File: src/rtl/altro_readout_tx.sv
// ALTRO-bus readout transmitter: fetches NSAMP 10-bit samples of one channel,
// strobes them out packed four per 40-bit word, then sends the trailer word.
module altro_readout_tx #(
  parameter int NSAMP = 128,
  parameter int IDX_W = 7
) (
  input  logic             rclk,
  input  logic             reset,
  input  logic             data_out_sign,
  input  logic [6:0]       point_address,
  input  logic [39:0]      last_40bit,
  output logic             rd_en,
  output logic [6:0]       rd_chan,
  output logic [IDX_W-1:0] rd_idx,
  input  logic [9:0]       rd_data,
  output logic [39:0]      bd_out,
  output logic             dstb,
  output logic             trsf,
  output logic             busy
);
  localparam int WORD_W = IDX_W - 2;
  localparam logic [WORD_W-1:0] LAST_W = WORD_W'(NSAMP/4 - 1);

  typedef enum logic [2:0] {
    S_IDLE, S_ARM, S_FETCH, S_CAP, S_STROBE, S_TRAILER, S_DONE
  } state_t;

  state_t            r_state;
  logic [WORD_W-1:0] r_word;
  logic [1:0]        r_k;
  logic              r_rd_en, r_rd_en_q, r_dstb, r_trsf, r_busy;
  logic [6:0]        r_rd_chan;
  logic [IDX_W-1:0]  r_rd_idx;
  logic [39:0]       r_bd;
  logic [29:0]       r_sh;   // samples j=0..2 of the current word, j=0 lowest

  assign rd_en   = r_rd_en;
  assign rd_chan = r_rd_chan;
  assign rd_idx  = r_rd_idx;
  assign bd_out  = r_bd;
  assign dstb    = r_dstb;
  assign trsf    = r_trsf;
  assign busy    = r_busy;

  always_ff @(posedge rclk or negedge reset) begin
    if (!reset) begin
      r_state   <= S_IDLE;
      r_word    <= '0;
      r_k       <= '0;
      r_rd_en   <= 1'b0;
      r_rd_en_q <= 1'b0;
      r_dstb    <= 1'b1;
      r_trsf    <= 1'b1;
      r_busy    <= 1'b0;
      r_rd_chan <= '0;
      r_rd_idx  <= '0;
      r_bd      <= '0;
      r_sh      <= '0;
    end else begin
      r_dstb    <= 1'b1;
      r_rd_en_q <= r_rd_en;
      // Buffer data lands one cycle after rd_en; shift it in as it arrives.
      if (r_rd_en_q) r_sh <= {rd_data, r_sh[29:10]};

      if (r_state != S_IDLE && r_state != S_DONE && !data_out_sign) begin
        r_state <= S_IDLE;
        r_trsf  <= 1'b1;
        r_rd_en <= 1'b0;
        r_busy  <= 1'b0;
      end else begin
        case (r_state)
          S_IDLE: if (data_out_sign) begin
            r_state   <= S_ARM;
            r_rd_chan <= point_address;
            r_word    <= '0;
            r_k       <= '0;
            r_busy    <= 1'b1;
          end
          S_ARM: begin
            r_trsf  <= 1'b0;
            r_state <= S_FETCH;
          end
          S_FETCH: begin
            r_rd_en  <= 1'b1;
            r_rd_idx <= {r_word, r_k};
            r_k      <= r_k + 2'd1;
            if (r_k == 2'd3) r_state <= S_CAP;
          end
          S_CAP: begin
            r_rd_en <= 1'b0;
            r_state <= S_STROBE;
          end
          S_STROBE: begin
            // Fourth sample is on rd_data right now, the other three in r_sh.
            r_dstb <= 1'b0;
            r_bd   <= {rd_data, r_sh};
            if (r_word == LAST_W) begin
              r_state <= S_TRAILER;
            end else begin
              r_word  <= r_word + WORD_W'(1);
              r_state <= S_FETCH;
            end
          end
          S_TRAILER: begin
            r_dstb  <= 1'b0;
            r_bd    <= last_40bit;
            r_state <= S_DONE;
          end
          S_DONE: begin
            r_trsf <= 1'b1;
            if (!data_out_sign) begin
              r_state <= S_IDLE;
              r_busy  <= 1'b0;
            end
          end
          default: r_state <= S_IDLE;
        endcase
      end
    end
  end
endmodule

File: config.mk
export PLATFORM = sky130hd
export DESIGN_NAME = altro_readout_tx
export DESIGN_NICKNAME = d
export VERILOG_FILES = /design/src/rtl/altro_readout_tx.sv
export SDC_FILE = /design/constraint.sdc
export NUM_CORES = 1
export LEC_CHECK = 0
export ABC_AREA = 0
export BUFFER_PORTS_ARGS = -buffer_cell sky130_fd_sc_hd__buf_2
export CAP_MARGIN = 20
export CORE_MARGIN = 3
export CORE_UTILIZATION = 35
export CTS_CLUSTER_SIZE = 10
export DETAILED_ROUTE_END_ITERATION = 10
export SETUP_SLACK_MARGIN = 0.3
export SLEW_MARGIN = 20
export SYNTH_ARGS = -nofsm -noshare
export SYNTH_HDL_FRONTEND = slang
export SYNTH_SLANG_ARGS = --single-unit
File: constraint.sdc
create_clock -name rclk -period 3.3 [get_ports rclk]
set_input_delay 0.165 -clock rclk [delete_from_list [all_inputs] [get_ports rclk]]
set_output_delay 0.165 -clock rclk [all_outputs]
set_load 0.03 [all_outputs]
==> summary.txt <==
Outcome
  • Outcome: completed

STA
  • Final Hold Fails: 0
  • Unrepaired setup endpoints after global routing: false
  • Pins Over Slew Limit: 0
  • Slew margin rel.: 52.56%
  • Min cycle time layout: 1.970 ns
  • Setup TNS: 0 ns
  • # setup viols final: 0
  • Least-Margin Pin Slew: 0.7116 ns
  • Clock skew: 0.006322 ns
  • Fmax: 507.6 MHz
  • Tcrit/Tclk final: 59.69%

Routing
  • Routed Antenna Nets: 0
  • WL final: 9.463 mm
  • Vias per cell: 4.908
  • Via count: 2950
  • Length of the first detailed-routing pass in iterations: 4
  • Drt initial violations: 136
  • Routed len/inst: 15.75 microns
  • Drc violations: 0

Floorplanning
  • Core area: 11610 sq um
  • Chip height: 115.9 microns
  • Die Area: 13430 sq um
  • Rows: 39
  • Number of top-level pins: 118
  • Initial Util: 36.38%
  • Die X-Extent: 115.9 microns

Synthesis
  • Syn nets: 402
  • Mapped Cells: 339
  • Synth warn: 0
  • Avg Inst Size Synth: 12.46 sq um
  • Top post-synthesis cells by area: dfrtp_1, mux2_2, mux2i_1
  • Seq/Total Area, Yosys: 58.69%
  • Area share of the largest cell type after synthesis: 57.45%
  • Primary FF master, synth: dfrtp_1
  • Synth Cell Area: 4225 sq um
  • Synth unique cells: 33
  • Post-synthesis async set-or-reset flop share: 100.0%
  • Number of synthesized flops with an enable pin: 0
  • Post-synth top area cell: dfrtp_1
  • #FFs+latches synth: 99

Placed design
  • Cell Area, Placed: 4928 sq um
  • GPL Wtd Cong: 0.8407
  • Final HPWL DP: 6.674 mm
  • Port Buffers: 117

Clock network
  • CTS H-tree lvls: 3
  • Worst-Skew Late Latency: 0.34 ns
  • Max clock buf depth: 2
  • Clock-pin slew on the worst setup and hold paths: 0.07 ns
  • CTS tree: built
  • Clock buffer count from CTS: 9
  • Root Buffer: clkbuf_16
  • Clk sinks: 99

Critical path
  • Worst EP required: 3.56 ns
  • CP Max Fanout: 5
  • Crit path kind: reg -> reg
  • Worst EP arrival: 2.23 ns
  • Worst path bufs/invs: 0
  • Setup crit start kind: register
  • CP max-delay cell: dfrtp_1
  • Max stage delay on crit path: 0.42 ns
  • Top cell family by delay on the critical path: simple AND/OR/NAND/NOR gates
  • Cells along the critical path: ha_1 -> and3_1 -> ha_1 -> a211o_1 -> or3_1 -> a21boi_0
  • Critical Path Sink Type: register
  • Most used cell, CP: ha_1

Pwr
  • Power Total: 0.004475 W
  • Worst IR drop on VDD: 0.3375 mV
  • Lkg Pwr: 2.624 nW
  • Pwr Density: 851.8 nW/um^2

Global routing
  • GRT Util Overall: 14.88%
  • Initial antenna violation count: 0
  • Global route overflow: 0
  • First-pass GRT wire length: 15.38 mm
  • Number of global-route vias before repair: 2905
  • Largest net degree at the start of global routing: 82

Final layout
  • Leading cell type in the layout, fill and taps excluded: buf_2
  • Area overhead of the layout relative to synthesis: 24.34%
  • # nets final: 516
  • Share of cells above drive strength 1: 41.92%
  • Final Instance Area: 5254 sq um
  • Most frequent cells in the layout: buf_2, dfrtp_1, nand2_1, o21ai_0, mux2i_1
  • Antenna Cells: 0

Hold path
  • Worst Hold Class: in -> reg

Flow run
  • Max-Cap Viols: 0
==> cells by family after synthesis <==
| family | Yosys count | share of synthesized area, % |
|---|---|---|
| mux | 88 | 22.86 |
| xor+xnor | 1 | 0.2073 |
| simple gates | 71 | 7.847 |
| fa+ha+maj | 4 | 1.125 |
| flops | 99 | 58.69 |
| buf+inv | 24 | 2.694 |
| compound gates | 52 | 6.574 |
==> per-stage QoR <==
step / cells / worst slack, ns / hold WS, ns / utilization, %
finish: 601 / 1.330 / 0.05095 / 45.24
global route: 601 / 1.184 / 0.04272 / 45.24
CTS: 599 / 1.339 / 0.02319 / 44.91
detailed placement: 583 / 1.335 / 0.3946 / 42.44
global placement: 583 / 1.403 / 0.3928 / 42.44
floorplan: 339 / 1.469 / -0.1306 / -
==> worst reg2reg max path: cells and delay by family (launching register included) <==
kind / cells / cell delay, ns
adders and majority gates: 2 / 0.46
and+or+nand+nor: 2 / 0.52
DFF: 1 / 0.42
AOI/OAI and AO/OA: 2 / 0.49
==> power by group <==
group | internal (W) | switching (W) | leakage (nW) | total [W]
Sequential | 0.00165 | 0.000318 | 1.26 | 0.00197
Clock | 0.000556 | 0.000466 | 0.142 | 0.00102
Combinational | 0.000607 | 0.000879 | 1.22 | 0.00149
==> layer usage <==
layer	wire [microns]	track usage (%)	up-vias
met5	0	0	-
met4	160	6.265	0
met3	452	2.872	9
met2	4551	23.01	87
met1	4298	20.51	1439
li1	-	-	1415
==> cell type report <==
class / count / area [sq um]
well taps: 143 / 178.9
clock buffers: 11 / 252.7
flip-flops and latches: 99 / 2481
fillers: 1111 / 6360
clock inverters: 5 / 35.03
multi-input cells: 216 / 1632
repair buffers: 124 / 663.1
inverters: 3 / 11.26
==> registers in the layout, summed over array words and instances (netlist names) <==
name,count
bd_out,40
r_sh,30
rd_chan,7
rd_idx,7
r_word,5
r_state,3
r_k,2
busy,1
dstb,1
r_rd_en_q,1
rd_en,1
trsf,1
==> synthesized netlist by cell type (2+ instances only) <==
| cell type | count |
|---|---|
| nor3_1 | 4 |
| buf_6 | 2 |
| nand3_1 | 2 |
| buf_2 | 7 |
| nand2b_1 | 3 |
| mux2i_1 | 41 |
| o21ai_0 | 45 |
| clkbuf_1 | 12 |
| mux2_4 | 7 |
| dfrtp_1 | 97 |
| and3_1 | 4 |
| a211oi_1 | 2 |
| nor4_1 | 2 |
| dfstp_2 | 2 |
| nand2_1 | 47 |
| inv_1 | 3 |
| ha_1 | 3 |
| mux2_2 | 40 |
| nand4_1 | 2 |
==> path summary, 6_finish.rpt <==
check	startpoint	endpoint	slack, ns	cells past startpoint
setup / recovery	r_word[0]$_DFFE_PN0P_	r_word[3]$_DFFE_PN0P_	1.33	6
hold / removal	point_address[3]	rd_chan[3]$_DFFE_PN0P_	0.05	2
setup reg to reg	r_word[0]$_DFFE_PN0P_	r_word[3]$_DFFE_PN0P_	1.33	6
hold reg to reg	rd_en$_DFFE_PN0P_	r_rd_en_q$_DFF_PN0_	0.45	0
max in group asynchronous	reset	bd_out[5]$_DFFE_PN0P_	2.35	4
min in group asynchronous	reset	bd_out[15]$_DFFE_PN0P_	0.25	2
==> timing repair <==
item	CTS	global route
hold buffers	0	1
hold endpoints to repair	0	20
buffers inserted	0	0
gates resized for setup	0	0
No activity file was read; power rests on OpenSTA's default activity.
